<file path="config.mk">
export PLATFORM = sky130hd
export DESIGN_NAME = seg_scan_disp_flat
export DESIGN_NICKNAME = d
export VERILOG_FILES = /design/src/rtl/seg_scan_disp_pkg.sv /design/src/rtl/seg_scan_disp_if.sv /design/src/rtl/seg_scan_disp_dec.sv /design/src/rtl/seg_scan_disp.sv /design/src/flat_wrapper.sv
export SDC_FILE = /design/constraint.sdc
export NUM_CORES = 1
export LEC_CHECK = 0
export ABC_AREA = 1
export BUFFER_PORTS_ARGS = -buffer_cell sky130_fd_sc_hd__buf_2
export CAP_MARGIN = 20
export CELL_PAD_IN_SITES_DETAIL_PLACEMENT = 0
export CELL_PAD_IN_SITES_GLOBAL_PLACEMENT = 1
export CORE_ASPECT_RATIO = 0.9
export CORE_UTILIZATION = 42
export DETAILED_ROUTE_END_ITERATION = 8
export GPL_TIMING_DRIVEN = 0
export HOLD_SLACK_MARGIN = 0.08
export PLACE_DENSITY_LB_ADDON = 0.1
export RECOVER_POWER = 50
export SETUP_SLACK_MARGIN = 0.15
export SLEW_MARGIN = 15
export SYNTH_ARGS = -nofsm -noshare
export SYNTH_HDL_FRONTEND = slang
export SYNTH_SLANG_ARGS = --single-unit
</file>
<file path="constraint.sdc">
create_clock -name clk -period 2.14 [get_ports clk]
set_input_delay 0.321 -clock clk [delete_from_list [all_inputs] [get_ports clk]]
set_output_delay 0.321 -clock clk [all_outputs]
set_load 0.05 [all_outputs]
</file>
<file path="src/rtl/seg_scan_disp_pkg.sv">
// Shared constants for the scanned hex display: the segment encoding table and
// the leading-zero mask helper used by the output stage.
package disp_pkg;

  localparam int SEG_W      = 7;
  localparam int MAX_DIGITS = 16;
  localparam int LZ_DATA_W  = 4 * MAX_DIGITS;
  localparam int LZ_IDX_W   = $clog2(MAX_DIGITS);

  localparam logic [SEG_W-1:0] SEG_BLANK = 7'h00;

  // Active-high {g,f,e,d,c,b,a}; entry n shows hex digit n.
  localparam logic [SEG_W-1:0] HEX_SEG [16] = '{
    7'h3F, 7'h06, 7'h5B, 7'h4F, 7'h66, 7'h6D, 7'h7D, 7'h07,
    7'h7F, 7'h6F, 7'h77, 7'h7C, 7'h39, 7'h5E, 7'h79, 7'h71
  };

  // Bit i set means digit i is a leading zero (it and every higher nibble are 0).
  // Bit 0 is never set so a zero value still shows a single '0'.
  function automatic logic [MAX_DIGITS-1:0] lz_mask(input logic [LZ_DATA_W-1:0] data);
    logic [MAX_DIGITS-1:0] mask;
    logic                  zero_run;
    mask     = '0;
    zero_run = 1'b1;
    for (int i = MAX_DIGITS - 1; i >= 1; i--) begin
      zero_run = zero_run && (data[4*i +: 4] == 4'h0);
      mask[i]  = zero_run;
    end
    return mask;
  endfunction

endpackage

</file>
<file path="src/rtl/seg_scan_disp_if.sv">
// Load port of the scanned display: one value plus per-digit decimal points.
// Handshake: a transfer happens at a clk edge where load_valid && load_ready;
// the master holds load_data/load_dp stable while load_valid is high and unaccepted.
interface seg_scan_disp_if #(
  parameter int DATA_WIDTH = 16,
  parameter int NUM_DIGITS = 4
);
  logic                  load_valid;
  logic                  load_ready;
  logic [DATA_WIDTH-1:0] load_data;
  logic [NUM_DIGITS-1:0] load_dp;

  modport master (
    output load_valid,
    output load_data,
    output load_dp,
    input  load_ready
  );

  modport slave (
    input  load_valid,
    input  load_data,
    input  load_dp,
    output load_ready
  );
endinterface

</file>
<file path="src/rtl/seg_scan_disp_dec.sv">
// Combinational nibble to active-high 7-segment decoder.
module hex7seg_dec
  import disp_pkg::*;
(
  input  logic [3:0]       nibble_i,
  output logic [SEG_W-1:0] seg_o
);

  assign seg_o = HEX_SEG[nibble_i];

endmodule

</file>
<file path="src/rtl/seg_scan_disp.sv">
// Time-multiplexed hex display driver: one decoder scanned across NUM_DIGITS
// digits, with a pending/display double buffer swapped only at frame end.
module seg_scan_disp
  import disp_pkg::*;
#(
  parameter int DATA_WIDTH     = 16,
  parameter int NUM_DIGITS     = 4,
  parameter int CLK_DIV        = 50000,
  parameter bit ACTIVE_LOW_SEG = 1'b1,
  parameter bit ACTIVE_LOW_AN  = 1'b1
) (
  input  logic             clk,
  input  logic             rst,
  seg_scan_disp_if.slave   load,
  input  logic             blank_lz,
  input  logic             freeze,
  output logic [SEG_W-1:0] seg,
  output logic             dp,
  output logic [NUM_DIGITS-1:0] an
);

  localparam int DIV_W = (CLK_DIV > 1) ? $clog2(CLK_DIV) : 1;
  localparam int IDX_W = (NUM_DIGITS > 1) ? $clog2(NUM_DIGITS) : 1;
  localparam int NIB_W = 4 * NUM_DIGITS;

  localparam logic [DIV_W-1:0] DIV_LAST = DIV_W'(CLK_DIV - 1);
  localparam logic [IDX_W-1:0] IDX_LAST = IDX_W'(NUM_DIGITS - 1);

  // XOR masks: the inactive level of each output, also used to apply polarity.
  localparam logic [SEG_W-1:0]      SEG_OFF = {SEG_W{ACTIVE_LOW_SEG}};
  localparam logic [NUM_DIGITS-1:0] AN_OFF  = {NUM_DIGITS{ACTIVE_LOW_AN}};
  localparam logic                  DP_OFF  = ACTIVE_LOW_SEG;

  logic [DIV_W-1:0] div_cnt_q, div_cnt_d;
  logic [IDX_W-1:0] dig_idx_q, dig_idx_d;

  logic [NUM_DIGITS-1:0][3:0] disp_data_q, disp_data_d;
  logic [NUM_DIGITS-1:0]      disp_dp_q, disp_dp_d;
  logic [NUM_DIGITS-1:0][3:0] pend_data_q, pend_data_d;
  logic [NUM_DIGITS-1:0]      pend_dp_q, pend_dp_d;
  logic                       pend_full_q, pend_full_d;
  logic                       ready_q;

  logic [SEG_W-1:0]      seg_q, seg_d;
  logic                  dp_q, dp_d;
  logic [NUM_DIGITS-1:0] an_q, an_d;

  logic tick;
  logic frame_end;
  logic accept;
  logic transfer;

  logic [3:0]            cur_nibble;
  logic [SEG_W-1:0]      dec_seg;
  logic [SEG_W-1:0]      seg_act;
  logic [MAX_DIGITS-1:0] lz_full;
  logic                  blank_dig;

  // Scan timing, load handshake and double-buffer control.
  always_comb begin
    tick      = (div_cnt_q == DIV_LAST);
    frame_end = tick && (dig_idx_q == IDX_LAST);
    accept    = load.load_valid && ready_q;
    transfer  = frame_end && pend_full_q && !freeze;

    div_cnt_d   = tick ? '0 : div_cnt_q + DIV_W'(1);
    dig_idx_d   = dig_idx_q;
    disp_data_d = disp_data_q;
    disp_dp_d   = disp_dp_q;
    pend_data_d = pend_data_q;
    pend_dp_d   = pend_dp_q;
    pend_full_d = pend_full_q;

    if (tick) begin
      dig_idx_d = (dig_idx_q == IDX_LAST) ? '0 : dig_idx_q + IDX_W'(1);
    end

    // ready_q is low whenever pend_full_q is set, so these never both fire.
    if (accept) begin
      pend_data_d = NIB_W'(load.load_data);
      pend_dp_d   = load.load_dp;
      pend_full_d = 1'b1;
    end else if (transfer) begin
      disp_data_d = pend_data_q;
      disp_dp_d   = pend_dp_q;
      pend_full_d = 1'b0;
    end
  end

  assign cur_nibble = disp_data_q[dig_idx_q];

  hex7seg_dec u_dec (
    .nibble_i (cur_nibble),
    .seg_o    (dec_seg)
  );

  // Output stage: select, blank, then apply polarity just before the register.
  always_comb begin
    lz_full   = lz_mask(LZ_DATA_W'(disp_data_q));
    blank_dig = blank_lz && lz_full[LZ_IDX_W'(dig_idx_q)];
    seg_act   = blank_dig ? SEG_BLANK : dec_seg;

    seg_d = seg_act ^ SEG_OFF;
    dp_d  = disp_dp_q[dig_idx_q] ^ DP_OFF;
    an_d  = (NUM_DIGITS'(1) << dig_idx_q) ^ AN_OFF;
  end

  always_ff @(posedge clk) begin
    if (!rst) begin
      div_cnt_q   <= '0;
      dig_idx_q   <= '0;
      disp_data_q <= '0;
      disp_dp_q   <= '0;
      pend_data_q <= '0;
      pend_dp_q   <= '0;
      pend_full_q <= 1'b0;
      ready_q     <= 1'b0;
      seg_q       <= SEG_OFF;
      dp_q        <= DP_OFF;
      an_q        <= AN_OFF;
    end else begin
      div_cnt_q   <= div_cnt_d;
      dig_idx_q   <= dig_idx_d;
      disp_data_q <= disp_data_d;
      disp_dp_q   <= disp_dp_d;
      pend_data_q <= pend_data_d;
      pend_dp_q   <= pend_dp_d;
      pend_full_q <= pend_full_d;
      ready_q     <= !pend_full_d;
      seg_q       <= seg_d;
      dp_q        <= dp_d;
      an_q        <= an_d;
    end
  end

  assign load.load_ready = ready_q;
  assign seg             = seg_q;
  assign dp              = dp_q;
  assign an              = an_q;

endmodule

</file>
<file path="src/flat_wrapper.sv">
// flat-port wrapper written by rule: the top's interface ports become plain ports
module seg_scan_disp_flat import disp_pkg::*;
#(
  parameter int DATA_WIDTH     = 16,
  parameter int NUM_DIGITS     = 4,
  parameter int CLK_DIV        = 50000,
  parameter bit ACTIVE_LOW_SEG = 1'b1,
  parameter bit ACTIVE_LOW_AN  = 1'b1
)
  (clk, rst, blank_lz, freeze, seg, dp, an, load_load_valid, load_load_data, load_load_dp, load_load_ready);
  seg_scan_disp_if #(.DATA_WIDTH(DATA_WIDTH), .NUM_DIGITS(NUM_DIGITS)) load_i ();
  input  logic clk;
  input  logic rst;
  input  logic blank_lz;
  input  logic freeze;
  output logic [SEG_W-1:0] seg;
  output logic dp;
  output logic [NUM_DIGITS-1:0] an;
  input wire logic [$bits(load_i.load_valid)-1:0] load_load_valid;
  input wire logic [$bits(load_i.load_data)-1:0] load_load_data;
  input wire logic [$bits(load_i.load_dp)-1:0] load_load_dp;
  output wire logic [$bits(load_i.load_ready)-1:0] load_load_ready;
  assign load_i.load_valid = load_load_valid;
  assign load_i.load_data = load_load_data;
  assign load_i.load_dp = load_load_dp;
  assign load_load_ready = load_i.load_ready;
  seg_scan_disp #(.DATA_WIDTH(DATA_WIDTH), .NUM_DIGITS(NUM_DIGITS), .CLK_DIV(CLK_DIV), .ACTIVE_LOW_SEG(ACTIVE_LOW_SEG), .ACTIVE_LOW_AN(ACTIVE_LOW_AN)) u_core (.clk(clk), .rst(rst), .load(load_i), .blank_lz(blank_lz), .freeze(freeze), .seg(seg), .dp(dp), .an(an));
endmodule
</file>
Word-level counts from Yosys, hierarchy flattened
Memories as Yosys holds them, arrays and structs flattened.
Index checks and enable logic that the tools add are counted.
{"block": "word_totals", "output_inout_bits": 13, "input_bits": 25, "mem_bits_ro": 112, "regBits": 72, "mem_count": 1}
{"block": "classes", "shifts": 1, "n_reduce_logical": 14, "muxes": 12, "n_lt_le_gt_ge": 3, "n_eq_ne": 2, "bitwise": 6, "add_sub_neg": 2}
{"name": "(name not given)", "depth": 16, "word_bits": 7, "read_ports": 1, "rd_clocked_by_memory_dff": 0, "wr": 0, "line_no": "seg_scan_disp_dec.sv:9", "source": "assign seg_o = HEX_SEG[nibble_i];"}
{"cell": "7-bit 2-to-1 mux", "count": 3}
{"cell": "16-bit by 1-bit adder with 16-bit output, second input constant", "count": 1}
{"cell": "16-bit == test, second input constant", "count": 1}
{"cell": "4-bit logical NOT", "count": 3}
{"cell": "4-bit binary-select mux with 2-bit select", "count": 1}
{"cell": "1-bit logical AND", "count": 7}
{"cell": "7-bit inverter", "count": 1}
{"cell": "5-bit greater-or-equal comparator, second input constant", "count": 1}
{"cell": "2-bit by 5-bit less-than comparator with 1-bit output, second input constant", "count": 1}
{"cell": "4-bit inverter with 5-bit output", "count": 1}
{"cell": "1-bit binary-select mux with 2-bit select", "count": 2}
{"cell": "1-bit 2-to-1 mux", "count": 4}
{"cell": "4-bit 2-to-1 mux", "count": 1}
{"cell": "4-bit inverter", "count": 1}
{"cell": "1-bit by 2-bit left shift with 4-bit output, first input constant", "count": 1}
{"cell": "2-bit by 3-bit less-than comparator with 1-bit output, second input constant", "count": 1}
{"cell": "1-bit inverter", "count": 3}
{"cell": "2-bit by 1-bit adder with 2-bit output, second input constant", "count": 1}
{"cell": "2-bit == test, second input constant", "count": 1}
{"cell": "1-bit logical NOT", "count": 2}
{"cell": "2-bit 2-to-1 mux", "count": 1}
{"cell": "2-bit AND reduction", "count": 1}
{"cell": "2-bit OR reduction", "count": 1}

Depth between registers and ports, before layout
Gate-level depths: netlist of the first run.
{"block": "logic_depth", "word_depth": 8, "ltp_mapped": 11}

By module
A second synthesis of the first run with hierarchy kept.
{"block": "unflattened", "cells_unflattened": 467, "hier_area_um2": 3273.1}
{"mod": "seg_scan_disp", "cells_per_inst": 415, "area_each_um2": 2994.1, "instances": 1}
{"mod": "hex7seg_dec", "cells_per_inst": 52, "area_each_um2": 279.0, "instances": 1}

Worst setup path before layout of the first run
Ideal clock, no wire load.
{"block": "synth_path", "kind": "register -> register", "start": "reg u_core.dig_idx_q[0]", "end": "reg u_core.seg_q[3] (netlist: u_core.seg[3])", "t_arrival_ps": 1578, "slack_ps": 504, "n_path_buf": 2, "stages_incl_launch_ff": 11, "required_time_ps": 2082, "path_cell_list": "dfxtp_1 -> buf_2 -> buf_2 -> nand2_1 -> nand3_1 -> nand2_1 -> ha_1 -> nand3b_1 -> nand3_1 -> nand2_1 -> nand2_1"}
{"block": "synth_between", "elab_chain_cells": 8, "word_cells_on_any_way": 11, "cone_classes": "mux (7); bitwise (2); reduce/logical (1); memory (1)"}
{"item": "from (decl)", "line_no": "seg_scan_disp.sv:35", "source": "logic [IDX_W-1:0] dig_idx_q, dig_idx_d;"}
{"item": "from (signal assigned)", "line_no": "seg_scan_disp.sv:123", "source": "dig_idx_q <= dig_idx_d;"}
{"item": "4-bit binary-select mux with 2-bit select", "line_no": "seg_scan_disp.sv:90", "source": "assign cur_nibble = disp_data_q[dig_idx_q];"}
{"item": "4-bit 2-to-1 mux (implied by the code)", "line_no": "seg_scan_disp.sv:90"}
{"item": "4-bit inverter with 5-bit output (implied by the code)", "line_no": "seg_scan_disp_dec.sv:9"}
{"item": "memory 16 x 7 bit"}
{"item": "7-bit 2-to-1 mux (implied by the code) (2 in series)", "line_no": "seg_scan_disp_dec.sv:9"}
{"item": "7-bit 2-to-1 mux (*)", "line_no": "seg_scan_disp.sv:101", "source": "seg_act = blank_dig ? SEG_BLANK : dec_seg;"}
{"item": "7-bit inverter (no line) (*)"}
{"item": "to (signal assigned)", "line_no": "seg_scan_disp.sv:130", "source": "seg_q <= seg_d;"}
{"item": "to (decl)", "line_no": "seg_scan_disp.sv:44", "source": "logic [SEG_W-1:0] seg_q, seg_d;"}
Every way passes the cells marked *; elsewhere a longest branch is shown, timed or not. The select of a mux whose other input is x is not followed.
A chain may end at the register's enable or synchronous reset.

Final worst setup path of the first run
{"block": "layout_path", "start": "reg u_core.dig_idx_q[0]", "end": "reg u_core.seg_q[6] (netlist: u_core.seg[6])"}
The elaborated chain is that of the path after synthesis.

==> metrics.cfg, run 1 <==
[detailed_routing]
drt_iter0_drc=95
route.detailed.drc=0
vias=3093
wl_per_cell_microns=11.78
avgViaCountPerCell=4.679
wirelength_microns=7787
firstDrtPassIters=6
drt.antenna.violating_nets=0

[worst_setup_path]
cp_common_cell=nand2_1
slowest_stage=dfxtp_1
crit-reg2reg-capture=u_core.seg[6]
crit_required_ps=2360
startpoint_type=flop
ff2ff_setup_slack_ps=300
worstPathMaxFanout=10
path_class=reg2reg
reg2reg_depth=11
worst_ep_arrival_time_ps=2060
crit_path_end_kind=flop
r2r-start=u_core.dig_idx_q[0]
worstPathCellList=clkbuf_4 -> clkbuf_4 -> nand2_1 -> nand3_1 -> nand2_1 -> inv_1 -> ha_1 -> nand3_1 -> nand3_1 -> nand2_1 -> nand2_1
cpPeakStageDelay_ps=330

[power_and_ir_drop]
max-vdd-ir-drop_uv=340.6
p_sw_uw=626.1
p_per_area_mw_per_mm2=658.7
power.share.clock=0.403
power.share.combinational=0.066
cell_internal_pwr_mw=1.998
p_leak_nw=1.749
power.switching_fraction=0.2386
share_seq_of_total_power=0.530

[placement]
placed_cell_area_sq_mm=0.003812
numPortBuffers=37
finalWeightedCongestion=0.8058
dp_slack_ps=235.1
post-dp-hpwl_microns=5953

[job]
maxCapViolCount=0

[cells_and_area]
area_growth_pct=13.71
final_common_cell=nand2_1
fin_nets=594
final_area_sq_mm=0.003984
most-common-layout-cells=nand2_1 (116), inv_1 (82), dfxtp_1 (72)
antenna_cells=0
drive_gt1_frac=0.1281

[global_route]
grt_pass1_wl_microns=13170
grt_max_degree=12
grt_pass1_vias=2815
grt-ovfl-total=0
antenna_found_initial=0
grt_usage=0.1954

[logic_synthesis]
synth.area.top_cells=dfxtp_1 (41%), nand2_1 (12%), inv_1 (8.7%)
synth_top_area_frac=0.4114
avgSynthCellArea_sq_um=6.869
synthesis.nets=546
netlist_instances=510
ys_seq_elements=72
synth_top_family_by_area=simple AND/OR/NAND/NOR gates
ys_types=26
synth-simple-area-share=0.3318
synth_xor_area_frac=0.01000
synth_compound_area_frac=0.08286
synth_mux_area_frac=0
netlist_area_sq_mm=0.003503
synth_fa_ha_area_frac=0.03929
seq_area_frac_synth=0.4114
ys_warn_count=0
synth_top_area_cell=dfxtp_1

[clock_tree]
path_clk_slew_ps=70
clock_path_buffers=2
cts_tree=yes
htree_levels=3
cts_root_buf=clkbuf_8
insertion_delay_ps=350
cts.sinks=72
numCtsBuffers=9

[timing]
finalHoldViolations=0
slew_violations=0
finalSetupViolations=0
skew_ps=3.202
worst_slew_pin_slew_ps=597.7
fin_tns_setup_ps=0
rsz0062_at_grt=false
finalCritPeriodShare=0.8577
fmax_mhz=544.8
relSlewSlack=0.6033
period_needed_ps=1836
final.setup.worst_slack_ps=304.4

[min_path]
hp-class=in2reg
holdPathStages=3
min_to=u_core.pend_data_q[11]
min-delay-start=load_load_data[11]

[floorplan]
num_io_pins=38
die-width_microns=98.27
rows=31
dieArea_sq_mm=0.008711
core_sq_mm=0.008068
initial_utilization=0.4342
die_y_microns=88.65

[run_status]
status=finished, final reports clean

[cell usage after synthesis (all sizes together)]
library cell    n
nor3            4
xor2            4
nor2           62
inv            85
ha             11
or2             3
o21ai          27
nand2         126
clkinv          1
nand4          24
nand3          36
clkbuf          4
nand3b          3
buf            17
a21oi          31
dfxtp          72
[power groups by stage]
stage / Clock (mW) / Combinational [mW] / Sequential, mW
6_report: 1.06 / 0.174 / 1.39
5_1_grt: 1.15 / 0.197 / 1.40
4_1_cts: 1.10 / 0.180 / 1.39
3_5_place_dp: 0 / 0.180 / 1.42
3_3_place_gp: 0 / 0.177 / 1.42
2_1_floorplan: 0 / 0.0879 / 1.45
[per-stage QoR]
step,hold slack [ps],util,power (mW),cells
6_report,249.7,0.4938,2.624,661
5_1_grt,264.7,0.4938,2.743,661
4_1_cts,231.4,0.4958,2.670,661
3_5_place_dp,436.4,0.4726,1.603,646
3_3_place_gp,427.3,0.4726,1.599,646
2_1_floorplan,417.5,-,1.542,510
[layout make-up]
| type | count | area [sq um] |
|---|---|---|
| clock inverters | 3 | 42.54 |
| well taps | 99 | 123.9 |
| multi-input cells | 331 | 1623 |
| fillers | 892 | 4084 |
| repair buffers | 37 | 167.7 |
| inverters | 86 | 326.6 |
| plain buffers | 21 | 113.9 |
| flip-flops and latches | 72 | 1441 |
| clock buffers | 12 | 145.1 |
[critical path: cells and delay by family, from the launching register on]
| family | cells | cell delay (ps) |
|---|---|---|
| DFF | 1 | 330 |
| buffers and inverters | 3 | 510 |
| and+or+nand+nor | 7 | 660 |
| adders and majority gates | 1 | 210 |
[state kept, by name (all words and copies together), names as in the netlist]
signal / flops
u_core.disp_dp_q: 4
u_core.dig_idx_q: 2
u_core.dp: 1
u_core.div_cnt_q: 16
u_core.seg: 7
u_core.an: 4
u_core.pend_full_q: 1
u_core.disp_data_q: 16
u_core.pend_data_q: 16
u_core.pend_dp_q: 4
u_core.load.load_ready: 1
[kinds of logic after synthesis]
| logic type | after synthesis |
|---|---|
| and+or+nand+nor | 258 |
| buffers and inverters | 107 |
| DFF | 72 |
| AOI/OAI and AO/OA | 58 |
| adders and majority gates | 11 |
| xor gates and xnor gates | 4 |
[worst max-delay path by stage]
stage	start	to	slack, ps	depth (start not counted)
4_1_cts	u_core.dig_idx_q[0]	u_core.seg[0]	220	10
5_1_grt	u_core.div_cnt_q[0]	u_core.div_cnt_q[13]	120	9
6_report	u_core.dig_idx_q[0]	u_core.seg[6]	300	11
3_5_place_dp	u_core.dig_idx_q[0]	u_core.seg[0]	240	10
2_1_floorplan	u_core.dig_idx_q[0]	u_core.seg[3]	500	10
3_3_place_gp	u_core.dig_idx_q[0]	u_core.seg[3]	230	10
[timing repair]
action                                  4_1_cts  5_1_grt
setup buffers                                 0        0
endpoints found under the setup margin        0        6
gates resized for setup                       0        4
hold buffers                                  0        0
[metal layers]
| layer | global-route usage | part of all wire | vias to the layer above |
|---|---|---|---|
| met5 | 0 | 0 | - |
| met4 | 0.07327 | 0.014 | 0 |
| li1 | - | - | 1680 |
| met2 | 0.3323 | 0.45 | 49 |
| met3 | 0.03870 | 0.031 | 10 |
| met1 | 0.2485 | 0.50 | 1354 |
Note: power is estimated with default switching activity, not from simulation.
==> run 2: changes to the inputs <==
CORE_UTILIZATION = 41   (was 42)
SYNTH_HIERARCHICAL = 1   (was default)
==> metrics.cfg, run 2 <==
[run_status]
status=finished, final reports clean

[worst_setup_path]
ff2ff_setup_slack_ps=260  ; -40 ps
worstPathCellList=inv_1 -> buf_4 -> a21oi_1 -> o21ai_1 -> o21ai_2 -> inv_2 -> ha_1 -> nand2_1 -> o21ai_0 -> nand2_1 -> nand2_1 -> nand3_1
cp_common_cell=nand2_1
path_class=reg2reg
critPathTopFamily=compound AO/OA/AOI/OAI gates
crit_path_end_kind=flop
crit_required_ps=2350  ; about the same
crit-reg2reg-capture=u_core/seg[3]
worstPathMaxFanout=11  ; +1
r2r-start=u_core/dig_idx_q[0]
crit_buf_inv=3  ; unchanged
worst_ep_arrival_time_ps=2090  ; +30 ps
reg2reg_depth=12  ; +1
startpoint_type=flop
slowest_stage=dfxtp_1
cpPeakStageDelay_ps=400  ; +70 ps

[floorplan]
die_y_microns=86.77  ; -2.1%
rows=30  ; -3.2%
die-width_microns=96.18  ; -2.1%
num_io_pins=38  ; unchanged
core_sq_mm=0.007620  ; -5.6%
dieArea_sq_mm=0.008345  ; -4.2%
initial_utilization=0.4296  ; -0.004687

[global_route]
grt-ovfl-total=0  ; unchanged
grt_usage=0.1902  ; -0.005161
grt_pass1_vias=2607  ; -7.4%
grt_pass1_wl_microns=12030  ; -8.7%
grt_max_degree=15  ; +3
antenna_found_initial=0  ; unchanged

[logic_synthesis]
ys_types=26  ; unchanged
yosysMostFrequentCell=nor2_1
netlist_instances=467  ; -8.4%
netlist_area_sq_mm=0.003273  ; -6.6%
synth_top_area_cell=dfxtp_1
yosys-top-cells-count=nor2_1 (111), nand2_1 (96), dfxtp_1 (72), inv_1 (45), o21ai_0 (36)
seq_area_frac_synth=0.4404  ; +0.02894
synthesis.nets=504  ; -7.7%
synth.area.top_cells=dfxtp_1 (44%), nor2_1 (13%), nand2_1 (11%)
avgSynthCellArea_sq_um=7.009  ; +2.0%
synth_edf_count=0  ; unchanged
ys_warn_count=6  ; +6
synth-main-ff-cell=dfxtp_1
ys_seq_elements=72  ; unchanged
synth_top_area_frac=0.4404  ; +0.02894
async_flop_share=0  ; unchanged

[timing]
period_needed_ps=1876  ; +40.55 ps
relSlewSlack=0.6107  ; +0.007478
worst_slew_pin_slew_ps=580.4  ; -17.27 ps
rsz0062_at_grt=false
holdWs_ps=216.7  ; -33.01 ps
skew_ps=11.39  ; +8.187 ps
finalCritPeriodShare=0.8767  ; +0.01895
finalHoldViolations=0  ; unchanged
slew_violations=0  ; unchanged
finalSetupViolations=0  ; unchanged
fmax_mhz=533.0  ; -2.2%

[detailed_routing]
wirelength_microns=7093  ; -8.9%
route.detailed.drc=0  ; unchanged
drt.antenna.violating_nets=0  ; unchanged
drt_iter0_drc=109  ; +15%
avgViaCountPerCell=4.588  ; -2.0%
vias=2849  ; -7.9%
firstDrtPassIters=4  ; -2
wl_per_cell_microns=11.42  ; -3.0%

[cells_and_area]
most-common-layout-cells=nor2_1 (111), nand2_1 (97), dfxtp_1 (71)
finalNonFillerCells=621  ; -6.1%
fin_nets=557  ; -6.2%
area_growth_pct=16.97
multi_input_area_sq_mm=0.001567  ; -3.5%
reg_top3=u_core/disp_data_q: 16 flops, u_core/div_cnt_q: 16 flops, u_core/pend_data_q: 16 flops
final_common_cell=nor2_1
fill_cells=831  ; -6.8%
regArea_sq_mm=0.001443  ; about the same
drive_gt1_frac=0.1448  ; +0.01665
antenna_cells=0  ; unchanged

[clock_tree]
htree_levels=3  ; unchanged
path_clk_slew_ps=80  ; about the same
numCtsBuffers=9  ; unchanged
cts_tree=yes
clock_path_buffers=2  ; unchanged
cts.sinks=72  ; unchanged
hold_buffers=0  ; unchanged
insertion_delay_ps=350  ; about the same
cts_root_buf=clkbuf_8

[min_path]
holdPathStages=3  ; unchanged
min-delay-start=load_load_data[15]
hp-class=in2reg
min_to=u_core/pend_data_q[15]

[placement]
finalWeightedCongestion=0.8241  ; +2.3%
numPlacedInstances=600  ; -7.1%
numPortBuffers=37  ; unchanged
post-dp-hpwl_microns=5151  ; -13%

[power_and_ir_drop]
max-vdd-ir-drop_uv=344.8  ; +1.2%
power.total_mw=2.648  ; +0.89%
p_per_area_mw_per_mm2=691.5  ; +5.0%
p_leak_nw=1.744  ; -0.27%

[job]
maxCapViolCount=0  ; unchanged

## run 2: worst max path at each step
stage / end / from / cells past startpoint
3_3_place_gp: u_core/seg[3] / u_core/dig_idx_q[0] / 10
6_report: u_core/seg[3] / u_core/dig_idx_q[0] / 12
4_1_cts: u_core/seg[3] / u_core/dig_idx_q[0] / 12
3_5_place_dp: u_core/seg[3] / u_core/dig_idx_q[0] / 12
2_1_floorplan: u_core/seg[3] / u_core/dig_idx_q[0] / 12
5_1_grt: u_core/seg[3] / u_core/dig_idx_q[0] / 12
## run 2: cell families (layout without fill, tap and decap cells)
family,after synthesis,after routing,share of synthesized area
and+or+nand+nor,255,255,0.3265
DFF,72,72,0.4404
buffers and inverters,67,125,0.08639
AOI/OAI and AO/OA,55,55,0.08486
adders and majority gates,12,12,0.04587
xor gates and xnor gates,6,6,0.01605
## run 2: through the flow
stage	setup WS, ps	setup TNS, ps	util	area (sq um)
after global routing	88.12	0	0.5025	3829
after floorplan	151.0	0	-	3273
after detailed placement	-262.2	-1110	0.4696	3578
after CTS	178.6	0	0.4998	3809
after global placement	-245.6	-1218	0.4696	3578
final	263.9	0	0.5025	3829
## run 2: worst reg2reg max path, stage by stage (launching register included)
cell	delay, ps
dfxtp_1	400
inv_1	80
buf_4	180
a21oi_1	140
o21ai_1	100
o21ai_2	120
inv_2	100
ha_1	290
nand2_1	60
o21ai_0	100
nand2_1	60
nand2_1	60
nand3_1	60
## run 2: what timing repair did
item,in CTS,in global routing
gates resized for setup,10,13
endpoints found under the setup margin,7,6
pin swaps,0,1
setup buffers,1,4
## run 2: where the power goes
group | total [mW] | internal [mW] | switching, mW
Sequential | 1.40 | 1.38 | 0.0220
Combinational | 0.159 | 0.0536 | 0.105
Clock | 1.09 | 0.548 | 0.538
## run 2: layer usage
metal  routed length (microns)  track usage  up-vias
li1                          -            -     1571
met1                      3511       0.2470     1215
met2                      3172       0.3024       61
met3                       377      0.06404        2
met4                        31      0.04749        0
met5                         0            0        -
## run 2: area by class of cell
| class | count | area share |
|---|---|---|
| repair buffers | 42 | 0.05359 |
| flip-flops and latches | 72 | 0.3768 |
| clock buffers | 9 | 0.03235 |
| clock inverters | 7 | 0.02026 |
| well taps | 96 | 0.03137 |
| multi-input cells | 328 | 0.4091 |
| plain buffers | 18 | 0.02778 |
| inverters | 49 | 0.04869 |
==> run 3: changes to the inputs <==
ABC_AREA = default   (was 1)
CORE_UTILIZATION = 44   (was 41)
RECOVER_POWER = default   (was 50)
==> metrics.cfg, run 3 <==
[worst_setup_path]
worstPathMaxFanout=5  ; -6
startpoint_type=flop
path_class=reg2reg
worst_ep_arrival_time_ps=2260  ; +170 ps
crit_path_end_kind=flop
crit_required_ps=2410  ; +60 ps

[clock_tree]
clock_path_buffers=2  ; unchanged
numCtsBuffers=9  ; unchanged
cts.sinks=72  ; unchanged
htree_levels=3  ; unchanged
cts_root_buf=clkbuf_8
cts_tree=yes
insertion_delay_ps=330  ; -20 ps
path_clk_slew_ps=70  ; about the same

[placement]
finalWeightedCongestion=0.7668  ; -7.0%
numPortBuffers=37  ; unchanged
post-dp-hpwl_microns=4598  ; -11%
dp_slack_ps=28.44  ; +290.6 ps

[detailed_routing]
vias=2390  ; -16%
top_layer_used=met4
drt.antenna.violating_nets=0  ; unchanged
dr_wl_met2_microns=2789  ; -12%
wl_met3_microns=254  ; -33%
wirelength_microns=6707  ; -5.4%
drt_iter0_drc=82  ; -25%
wl_met1_microns=3610  ; +2.8%
avgViaCountPerCell=4.799  ; +4.6%
route.detailed.drc=0  ; unchanged
firstDrtPassIters=5  ; +1
wl_per_cell_microns=13.47  ; +18%

[logic_synthesis]
synth.area.top_cells=dfxtp_1 (45%), nand2_1 (11%), mux2i_1 (7.1%)
synth-main-ff-cell=dfxtp_1
synth_edf_count=0  ; unchanged
avgSynthCellArea_sq_um=9.364  ; +34%
netlist_instances=345  ; -26%
netlist_area_sq_mm=0.003231  ; -1.3%
ys_types=43  ; +65%
seq_area_frac_synth=0.4462  ; +0.005799
yosysMostFrequentCell=nand2_1
synth_top_area_frac=0.4462  ; +0.005799
ys_warn_count=6  ; unchanged
async_flop_share=0  ; unchanged
ys_seq_elements=72  ; unchanged
synth_top_area_cell=dfxtp_1
yosys-top-cells-count=nand2_1 (91), dfxtp_1 (72), mux2i_1 (23), a21boi_0 (21), nor2_1 (20)
synthesis.nets=382  ; -24%

[global_route]
grt_usage=0.1890  ; -0.001169
grt_max_degree=11  ; -4
grt_pass1_wl_microns=11250  ; -6.4%
grt-ovfl-total=0  ; unchanged
grt_pass1_vias=2313  ; -11%
antenna_found_initial=0  ; unchanged

[cells_and_area]
reg_top3=u_core/disp_data_q: 16 flops, u_core/div_cnt_q: 16 flops, u_core/pend_data_q: 16 flops
fin_nets=440  ; -21%
most-common-layout-cells=nand2_1 (91), dfxtp_1 (71), buf_2 (39)
drive_gt1_frac=0.2321  ; +0.08734
postLayoutCoreUtil=0.5454  ; +0.04290
final_common_cell=nand2_1
antenna_cells=0  ; unchanged
area_growth_pct=19.44

[timing]
fmax_mhz=501.8  ; -5.9%
slew_violations=0  ; unchanged
finalCritPeriodShare=0.9313  ; +0.05462
period_needed_ps=1993  ; +116.9 ps
worst_slew_pin_slew_ps=620.3  ; +39.84 ps
final.setup.worst_slack_ps=147.0  ; -116.9 ps
skew_ps=6.833  ; -4.557 ps
fin_tns_setup_ps=0  ; unchanged
finalSetupViolations=0  ; unchanged
finalHoldViolations=0  ; unchanged
rsz0062_at_grt=true
relSlewSlack=0.5847  ; -0.02606

[floorplan]
rows=29  ; -3.3%
core_sq_mm=0.007076  ; -7.1%
die-width_microns=92.32  ; -4.0%
die_y_microns=83.29  ; -4.0%
dieArea_sq_mm=0.007689  ; -7.9%
num_io_pins=38  ; unchanged
initial_utilization=0.4566  ; +0.02703

[power_and_ir_drop]
p_per_area_mw_per_mm2=663.4  ; -4.1%
max-vdd-ir-drop_uv=349.8  ; +1.4%
p_leak_nw=1.419  ; -19%

[run_status]
status=finished, final reports clean

[min_path]
hp-class=in2reg

[job]
maxCapViolCount=0  ; unchanged

## run 3: cell types whose count changed in the layout (fill, tap and decap cells not counted), sizes merged, moves of 5 or more
cell and change:
inv -41, o21ai -36, a21oi -14, mux2i +23, mux4 +6, clkbuf -6
buf +16, a21boi +21, nor2 -95, nor4 +5, nand3 -10, nand2 -9
xnor2 +11
## run 3: worst max-delay path, stage by stage, from the launching register on
cell and delay, ps:
dfxtp_2 340, buf_6 120, mux4_2 590, inv_4 140, ha_4 210, mux4_2 460
nand3_2 70
## run 3: worst paths after layout
path                     startpoint                     end  slack (ps)  cells past startpoint
max             u_core/dig_idx_q[0]           u_core/seg[3]         150                      6
min              load_load_data[13]  u_core/pend_data_q[13]         230                      3
max reg2reg     u_core/dig_idx_q[0]           u_core/seg[3]         150                      6
min reg2reg  u_core/pend_data_q[10]  u_core/disp_data_q[10]         470                      2
## run 3: cell type report
type / count / area [sq um]
clock inverters: 1 / 30.03
repair buffers: 47 / 260.3
well taps: 93 / 116.4
flip-flops and latches: 72 / 1443
multi-input cells: 243 / 1704
inverters: 10 / 42.54
clock buffers: 12 / 145.1
fillers: 701 / 3217
plain buffers: 20 / 117.6
## run 3: timing repair
action	in CTS	in global routing
endpoints found under the setup margin	3	22
resized for setup	3	11
hold buffers	0	0
pin swaps	0	4
buffers inserted	5	5
## run 3: layer usage
metal,vias to the layer above,global-route usage
met1,1063,0.2741
met4,0,0.07102
li1,1270,-
met2,52,0.2613
met5,-,0
met3,5,0.05678
## run 3: logic make-up after synthesis
kind of cell    synth area share
simple gates              0.2297
compound gates           0.06817
flops                     0.4462
mux                       0.1259
fa+ha+maj                0.04647
buf+inv                  0.04570
xor+xnor                 0.03796
## run 3: metrics by stage
step / power [mW] / cell area (sq um) / instances / hold slack [ps]
2_1_floorplan: 1.519 / 3239 / 345 / 430.3
3_3_place_gp: 1.577 / 3541 / 475 / 445.5
3_5_place_dp: 1.579 / 3541 / 475 / 454.6
4_1_cts: 2.599 / 3752 / 493 / 213.4
5_1_grt: 2.682 / 3859 / 498 / 214.9
6_report: 2.560 / 3859 / 498 / 230.1
## run 3: report_power, final
group	total, mW	internal (mW)	switching, mW
clock network	1.01	0.553	0.459
logic	0.157	0.0530	0.103
registers	1.39	1.37	0.0182
total	2.56	1.98	0.581
